## config.mk

```make
export PLATFORM = sky130hd
export DESIGN_NAME = booth_pp_gen_pipe
export DESIGN_NICKNAME = d
export VERILOG_FILES = /design/src/rtl/booth_pkg.sv /design/src/rtl/booth_pp_slice.sv /design/src/rtl/booth_pp_gen_pipe.sv
export SDC_FILE = /design/constraint.sdc
export NUM_CORES = 1
export LEC_CHECK = 0
export ABC_CLOCK_PERIOD_IN_PS = 1700
export CAP_MARGIN = 40
export CORE_MARGIN = 2
export CORE_UTILIZATION = 50
export DETAILED_ROUTE_END_ITERATION = 7
export PLACE_DENSITY = 0.76
export RECOVER_POWER = 25
export SYNTH_ARGS = -nofsm -noshare
export SYNTH_HDL_FRONTEND = slang
export SYNTH_SLANG_ARGS = --single-unit
```

## constraint.sdc

```tcl
create_clock -name clk -period 1.7 [get_ports clk]
set_input_delay 0.34 -clock clk [delete_from_list [all_inputs] [get_ports clk]]
set_output_delay 0.34 -clock clk [all_outputs]
set_load 0.03 [all_outputs]
```

## src/rtl/booth_pkg.sv

```systemverilog
// Shared definitions for the radix-4 Booth partial-product generator:
// digit encoding, the slice encoder and width helpers.
package booth_pkg;

  typedef enum logic [2:0] {
    BD_ZERO,
    BD_POS1,
    BD_POS2,
    BD_NEG1,
    BD_NEG2
  } booth_digit_t;

  localparam int DEFAULT_DATA_W = 8;

  // Number of partial products produced for a given operand width.
  function automatic int num_pp(input int data_w);
    return data_w / 2;
  endfunction

  // Partial-product width: wide enough to hold +/-2*b exactly.
  function automatic int pp_w(input int data_w);
    return data_w + 2;
  endfunction

  // Map the overlapping triple {a[2k+1], a[2k], a[2k-1]} to its Booth digit.
  function automatic booth_digit_t booth_encode(input logic [2:0] slice);
    booth_digit_t digit;
    case (slice)
      3'b001, 3'b010: digit = BD_POS1;
      3'b011:         digit = BD_POS2;
      3'b100:         digit = BD_NEG2;
      3'b101, 3'b110: digit = BD_NEG1;
      default:        digit = BD_ZERO;
    endcase
    return digit;
  endfunction

endpackage

```

## src/rtl/booth_pp_slice.sv

```systemverilog
// One Booth row: encodes a 3-bit multiplier slice and selects
// 0, +b, +2b, -b or -2b as an exact PP_W-bit two's-complement value.
// -b arrives precomputed (DATA_W+1 bits) so -2^(DATA_W-1) negates cleanly.
module booth_pp_slice
  import booth_pkg::*;
#(
  parameter  int DATA_W = DEFAULT_DATA_W,
  localparam int PP_W   = pp_w(DATA_W)
) (
  input  logic [2:0]        sel_i,
  input  logic [DATA_W-1:0] b_i,
  input  logic [DATA_W:0]   nb_i,
  output logic [PP_W-1:0]   pp_o,
  output logic              zero_o
);

  booth_digit_t digit;

  // Digit decode and multiple selection with sign extension.
  always_comb begin
    digit  = booth_encode(sel_i);
    pp_o   = '0;
    zero_o = 1'b0;
    case (digit)
      BD_POS1: pp_o = {{2{b_i[DATA_W-1]}}, b_i};
      BD_POS2: pp_o = {b_i[DATA_W-1], b_i, 1'b0};
      BD_NEG1: pp_o = {nb_i[DATA_W], nb_i};
      BD_NEG2: pp_o = {nb_i, 1'b0};
      default: zero_o = 1'b1;
    endcase
  end

endmodule

```

## src/rtl/booth_pp_gen_pipe.sv

```systemverilog
// Two-stage pipelined radix-4 Booth partial-product generator with a
// valid/ready chain. S1 holds the operands and -b, S2 holds the encoded
// partial products and drives the output.
// DATA_W must be even and >= 4.
// Optional: define BOOTH_ZERO_FLAG_EN to add the per-row zero-digit
// flags (pp_zero_o), registered alongside pp_o.
module booth_pp_gen_pipe
  import booth_pkg::*;
#(
  parameter  int DATA_W = DEFAULT_DATA_W,
  localparam int NUM_PP = num_pp(DATA_W),
  localparam int PP_W   = pp_w(DATA_W)
) (
  input  logic                   clk,
  input  logic                   rst_n,
  input  logic                   in_valid,
  output logic                   in_ready,
  input  logic [DATA_W-1:0]      operand_a,
  input  logic [DATA_W-1:0]      operand_b,
  output logic                   out_valid,
  input  logic                   out_ready,
  output logic [NUM_PP*PP_W-1:0] pp_o
`ifdef BOOTH_ZERO_FLAG_EN
  ,
  output logic [NUM_PP-1:0]      pp_zero_o
`endif
);

  logic                   s1_valid_q, s1_valid_d;
  logic [DATA_W-1:0]      a_q, a_d;
  logic [DATA_W-1:0]      b_q, b_d;
  logic [DATA_W:0]        nb_q, nb_d;
  logic                   s2_valid_q, s2_valid_d;
  logic [NUM_PP*PP_W-1:0] pp_q, pp_d;

  logic                   s1_ready, s2_ready;
  logic                   in_fire, s1_fire;
  logic [DATA_W:0]        a_ext;
  logic [NUM_PP*PP_W-1:0] pp_comb;
  logic [NUM_PP-1:0]      zero_comb;

  assign s2_ready = !s2_valid_q || out_ready;
  assign s1_ready = !s1_valid_q || s2_ready;
  assign in_ready = s1_ready;
  assign in_fire  = in_valid && s1_ready;
  assign s1_fire  = s1_valid_q && s2_ready;

  // a[-1] = 0 is the appended LSB.
  assign a_ext = {a_q, 1'b0};

  for (genvar k = 0; k < NUM_PP; k++) begin : g_slice
    booth_pp_slice #(.DATA_W(DATA_W)) u_slice (
      .sel_i  (a_ext[2*k+2:2*k]),
      .b_i    (b_q),
      .nb_i   (nb_q),
      .pp_o   (pp_comb[k*PP_W +: PP_W]),
      .zero_o (zero_comb[k])
    );
  end

  // S1 next state: load operands and -b only on an input transfer.
  always_comb begin
    s1_valid_d = in_fire || (s1_valid_q && !s2_ready);
    a_d        = a_q;
    b_d        = b_q;
    nb_d       = nb_q;
    if (in_fire) begin
      a_d  = operand_a;
      b_d  = operand_b;
      nb_d = {(DATA_W+1){1'b0}} - {operand_b[DATA_W-1], operand_b};
    end
  end

  // S1 registers.
  always_ff @(posedge clk or negedge rst_n) begin
    if (!rst_n) begin
      s1_valid_q <= 1'b0;
      a_q        <= '0;
      b_q        <= '0;
      nb_q       <= '0;
    end else begin
      s1_valid_q <= s1_valid_d;
      a_q        <= a_d;
      b_q        <= b_d;
      nb_q       <= nb_d;
    end
  end

  // S2 next state: capture encoded rows when S1 hands over.
  always_comb begin
    s2_valid_d = s1_fire || (s2_valid_q && !out_ready);
    pp_d       = pp_q;
    if (s1_fire) begin
      pp_d = pp_comb;
    end
  end

  // S2 registers.
  always_ff @(posedge clk or negedge rst_n) begin
    if (!rst_n) begin
      s2_valid_q <= 1'b0;
      pp_q       <= '0;
    end else begin
      s2_valid_q <= s2_valid_d;
      pp_q       <= pp_d;
    end
  end

  assign out_valid = s2_valid_q;
  assign pp_o      = pp_q;

`ifdef BOOTH_ZERO_FLAG_EN
  logic [NUM_PP-1:0] zero_q, zero_d;

  // Zero-digit flags follow the same S2 load enable as pp_o.
  always_comb begin
    zero_d = zero_q;
    if (s1_fire) begin
      zero_d = zero_comb;
    end
  end

  // Zero-flag registers.
  always_ff @(posedge clk or negedge rst_n) begin
    if (!rst_n) begin
      zero_q <= '0;
    end else begin
      zero_q <= zero_d;
    end
  end

  assign pp_zero_o = zero_q;
`else
  logic unused_zero;
  assign unused_zero = &{1'b0, zero_comb};
`endif

endmodule

```

==> out/qor.csv <==
metric;value;unit
share of cells above drive strength 1;19.26;%
length in cells of the worst reg-to-reg path;5;
worst r2r src;a_q[5]$_DFFE_PN0P_;
Post-Layout Cell Count;561;
Hold WS;159.2;ps
Ports;62;
FFs w/ async S/R, synth;100.0;%
Post-DP Area;4508;µm²
Initial Util;50.95;%
measured slew at the worst slew-check pin;821.5;ps
Residual DRC;0;
# hold bufs at CTS;0;
Post-synth EDFFs;0;
largest net degree at the start of global routing;36;
final setup violation count;0;
sequential power share;38.6;%
RSZ-0062 raised after global routing;false;
Root Buffer;clkbuf_8;
synthesized area per cell;9.521;µm²
synthesized cell area;3656;µm²
cell leakage power;2.159;nW
# port buffers;61;
Syn Nets;405;
first-pass GRT wire length;15380;µm
sw frac;40.02;%
vias;3259;
H-tree depth;3;
DIE WIDTH;89.51;µm
HPWL after detailed placement;6867;µm
Post-CTS Resized;41;
critical path class;input pin to output pin;
Max-Cap Viols;0;
commonest non-fill, non-tap cell in the layout;dfrtp_1;
Congestion Overflow GR;0;
Min-Delay Path Class;input pin to async pin;
Overall Power;6.050;mW
cts bufs inserted;9;
Peak VDD IR;0.5936;mV
initial antenna violation count;0;
Critical Path AT;1270;ps
wire length per cell;16.94;µm
Clock Pin Slew Worst Setup and Hold Paths;80;ps
r2r setup slk;120;ps
Seq cells post-synth;66;
Area Growth Syn to Fin;27.38;%
Worst slew margin;45.24;%
RR Endpoint;pp_o[26]$_DFFE_PN0P_;
DRT Pass-1 Iters;5;
Clock Power Share;22.1;%
post-CTS setup buffer count;0;
Final Cell Area;4657;µm²
Critical Path Sink;in_ready;
Final Core Density;64.90;%
CTS sink cnt;66;
final slew viol count;0;
placed insts;545;
Int Pwr;3.629;mW
clk_skew;12.78;ps
ratio of final minimum period to clock period;94.47;%
nets;478;
Switch Pwr;2.421;mW
register area share after synthesis;45.17;%
combinational power share;39.4;%
# diodes;0;
worst path required time;1360;ps
YS warnings;0;
CP startpoint;out_ready;
RePlAce Congestion;0.9951;
Final Hold Viols;0;
DIE AREA;8012;µm²
vias in the first global route;3113;
startpoint types;input pin;
Power Density;1299;nW/µm²
crit path time final;1606;ps
Max Fclk;622.7;MHz
dominant synthesized flop cell;dfrtp_1;
DRT antenna net count;0;
CP endpoint kind;output pin;
critical path peak fanout;2;
Global Route Usage Sum;25.56;%
core box area;7176;µm²
via/cell ratio;5.809;
clk buf depth;2;
Die H;89.51;µm
Post-Route WL;9502;µm
initial DRC count;374;
CTS tree;yes;
Mapped Cells;384;
# rows;31;
commonest non-fill, non-tap cells in the layout;63 x dfrtp_1, 54 x nand2_1, 41 x dlygate4sd2_1, 38 x buf_4, 32 x o21ai_0;
Unique masters post-synth;40;
worst-skew pair later-pin latency;350;ps
status;complete, no violations;
worst min path at each step:
stage | startpoint | to | depth (start not counted)
2_1_floorplan | rst_n | a_q[0]$_DFFE_PN0P_ | 0
3_3_place_gp | rst_n | pp_o[7]$_DFFE_PN0P_ | 2
3_5_place_dp | rst_n | pp_o[7]$_DFFE_PN0P_ | 2
4_1_cts | rst_n | pp_o[7]$_DFFE_PN0P_ | 2
5_1_grt | rst_n | a_q[0]$_DFFE_PN0P_ | 2
6_report | rst_n | pp_o[7]$_DFFE_PN0P_ | 2
per-layer routing:
layer  vias up  share of wire, %  global-route usage [%]
met1      1532                43                   33.70
met2       147                47                   40.40
met5         -                 0                       0
li1       1542                 -                       -
met4         0               3.1                   11.53
met3        38               6.8                   5.540
sequential cells by signal (all words and copies together), names as in the netlist:
register / count
a_q: 8
b_q: 8
nb_q: 8
out_valid: 1
pp_o: 40
s1_valid_q: 1
critical path, cell delays in order:
cell and delay [ps]:
clkdlybuf4s50_1 410, nand3b_1 200, buf_4 160, buf_4 160
synth_stat cells, drive strengths merged, types with 4 or more instances:
library cell | number | share of area (%)
xnor2 | 5 | 1.2
inv | 10 | 1.0
dfrtp | 66 | 45
clkbuf | 17 | 1.7
buf | 22 | 3.5
mux2 | 23 | 7.1
nand2b | 5 | 0.86
a221oi | 11 | 2.6
nand2 | 55 | 5.6
a22o | 24 | 5.7
nor3 | 5 | 0.82
a21oi | 22 | 3.0
mux2i | 6 | 1.6
o221ai | 7 | 1.7
nor2 | 18 | 1.8
o21ai | 35 | 4.8
xor2 | 4 | 1.2
a22oi | 18 | 3.7
nor2b | 6 | 1.0
power by group through the flow:
| stage | Clock [mW] | Combinational [mW] | Sequential (mW) |
|---|---|---|---|
| finish | 1.34 | 2.38 | 2.33 |
| global route | 1.43 | 2.59 | 2.39 |
| CTS | 1.34 | 2.39 | 2.32 |
| detailed placement | 0 | 2.57 | 2.36 |
| global placement | 0 | 2.51 | 2.34 |
| floorplan | 0 | 1.17 | 2.69 |
metrics by stage:
| stage | TNS (ps) | setup slack [ps] |
|---|---|---|
| 6_report | 0 | 94.09 |
| 5_1_grt | 0 | 32.90 |
| 4_1_cts | 0 | 71.08 |
| 3_5_place_dp | -3266 | -155.8 |
| 3_3_place_gp | -1421 | -93.47 |
| 2_1_floorplan | 0 | 4.820 |
area by class of cell:
cell class	count	area (µm²)
Clock buffer	10	137.6
Tap cell	99	123.9
Inverter	10	37.54
Multi-Input combinational cell	269	1778
Fill cell	632	2519
Sequential cell	66	1655
Timing Repair Buffer	101	858.3
Clock inverter	6	66.31
cells by family after synthesis:
kind of cell | Yosys count | share of synthesized area [%]
xor+xnor | 9 | 2.362
buf+inv | 49 | 6.263
flops | 66 | 45.17
fa+ha+maj | 1 | 0.3422
simple gates | 101 | 12.29
compound gates | 128 | 24.23
mux | 30 | 9.343
(Power assumes the default switching activity.)
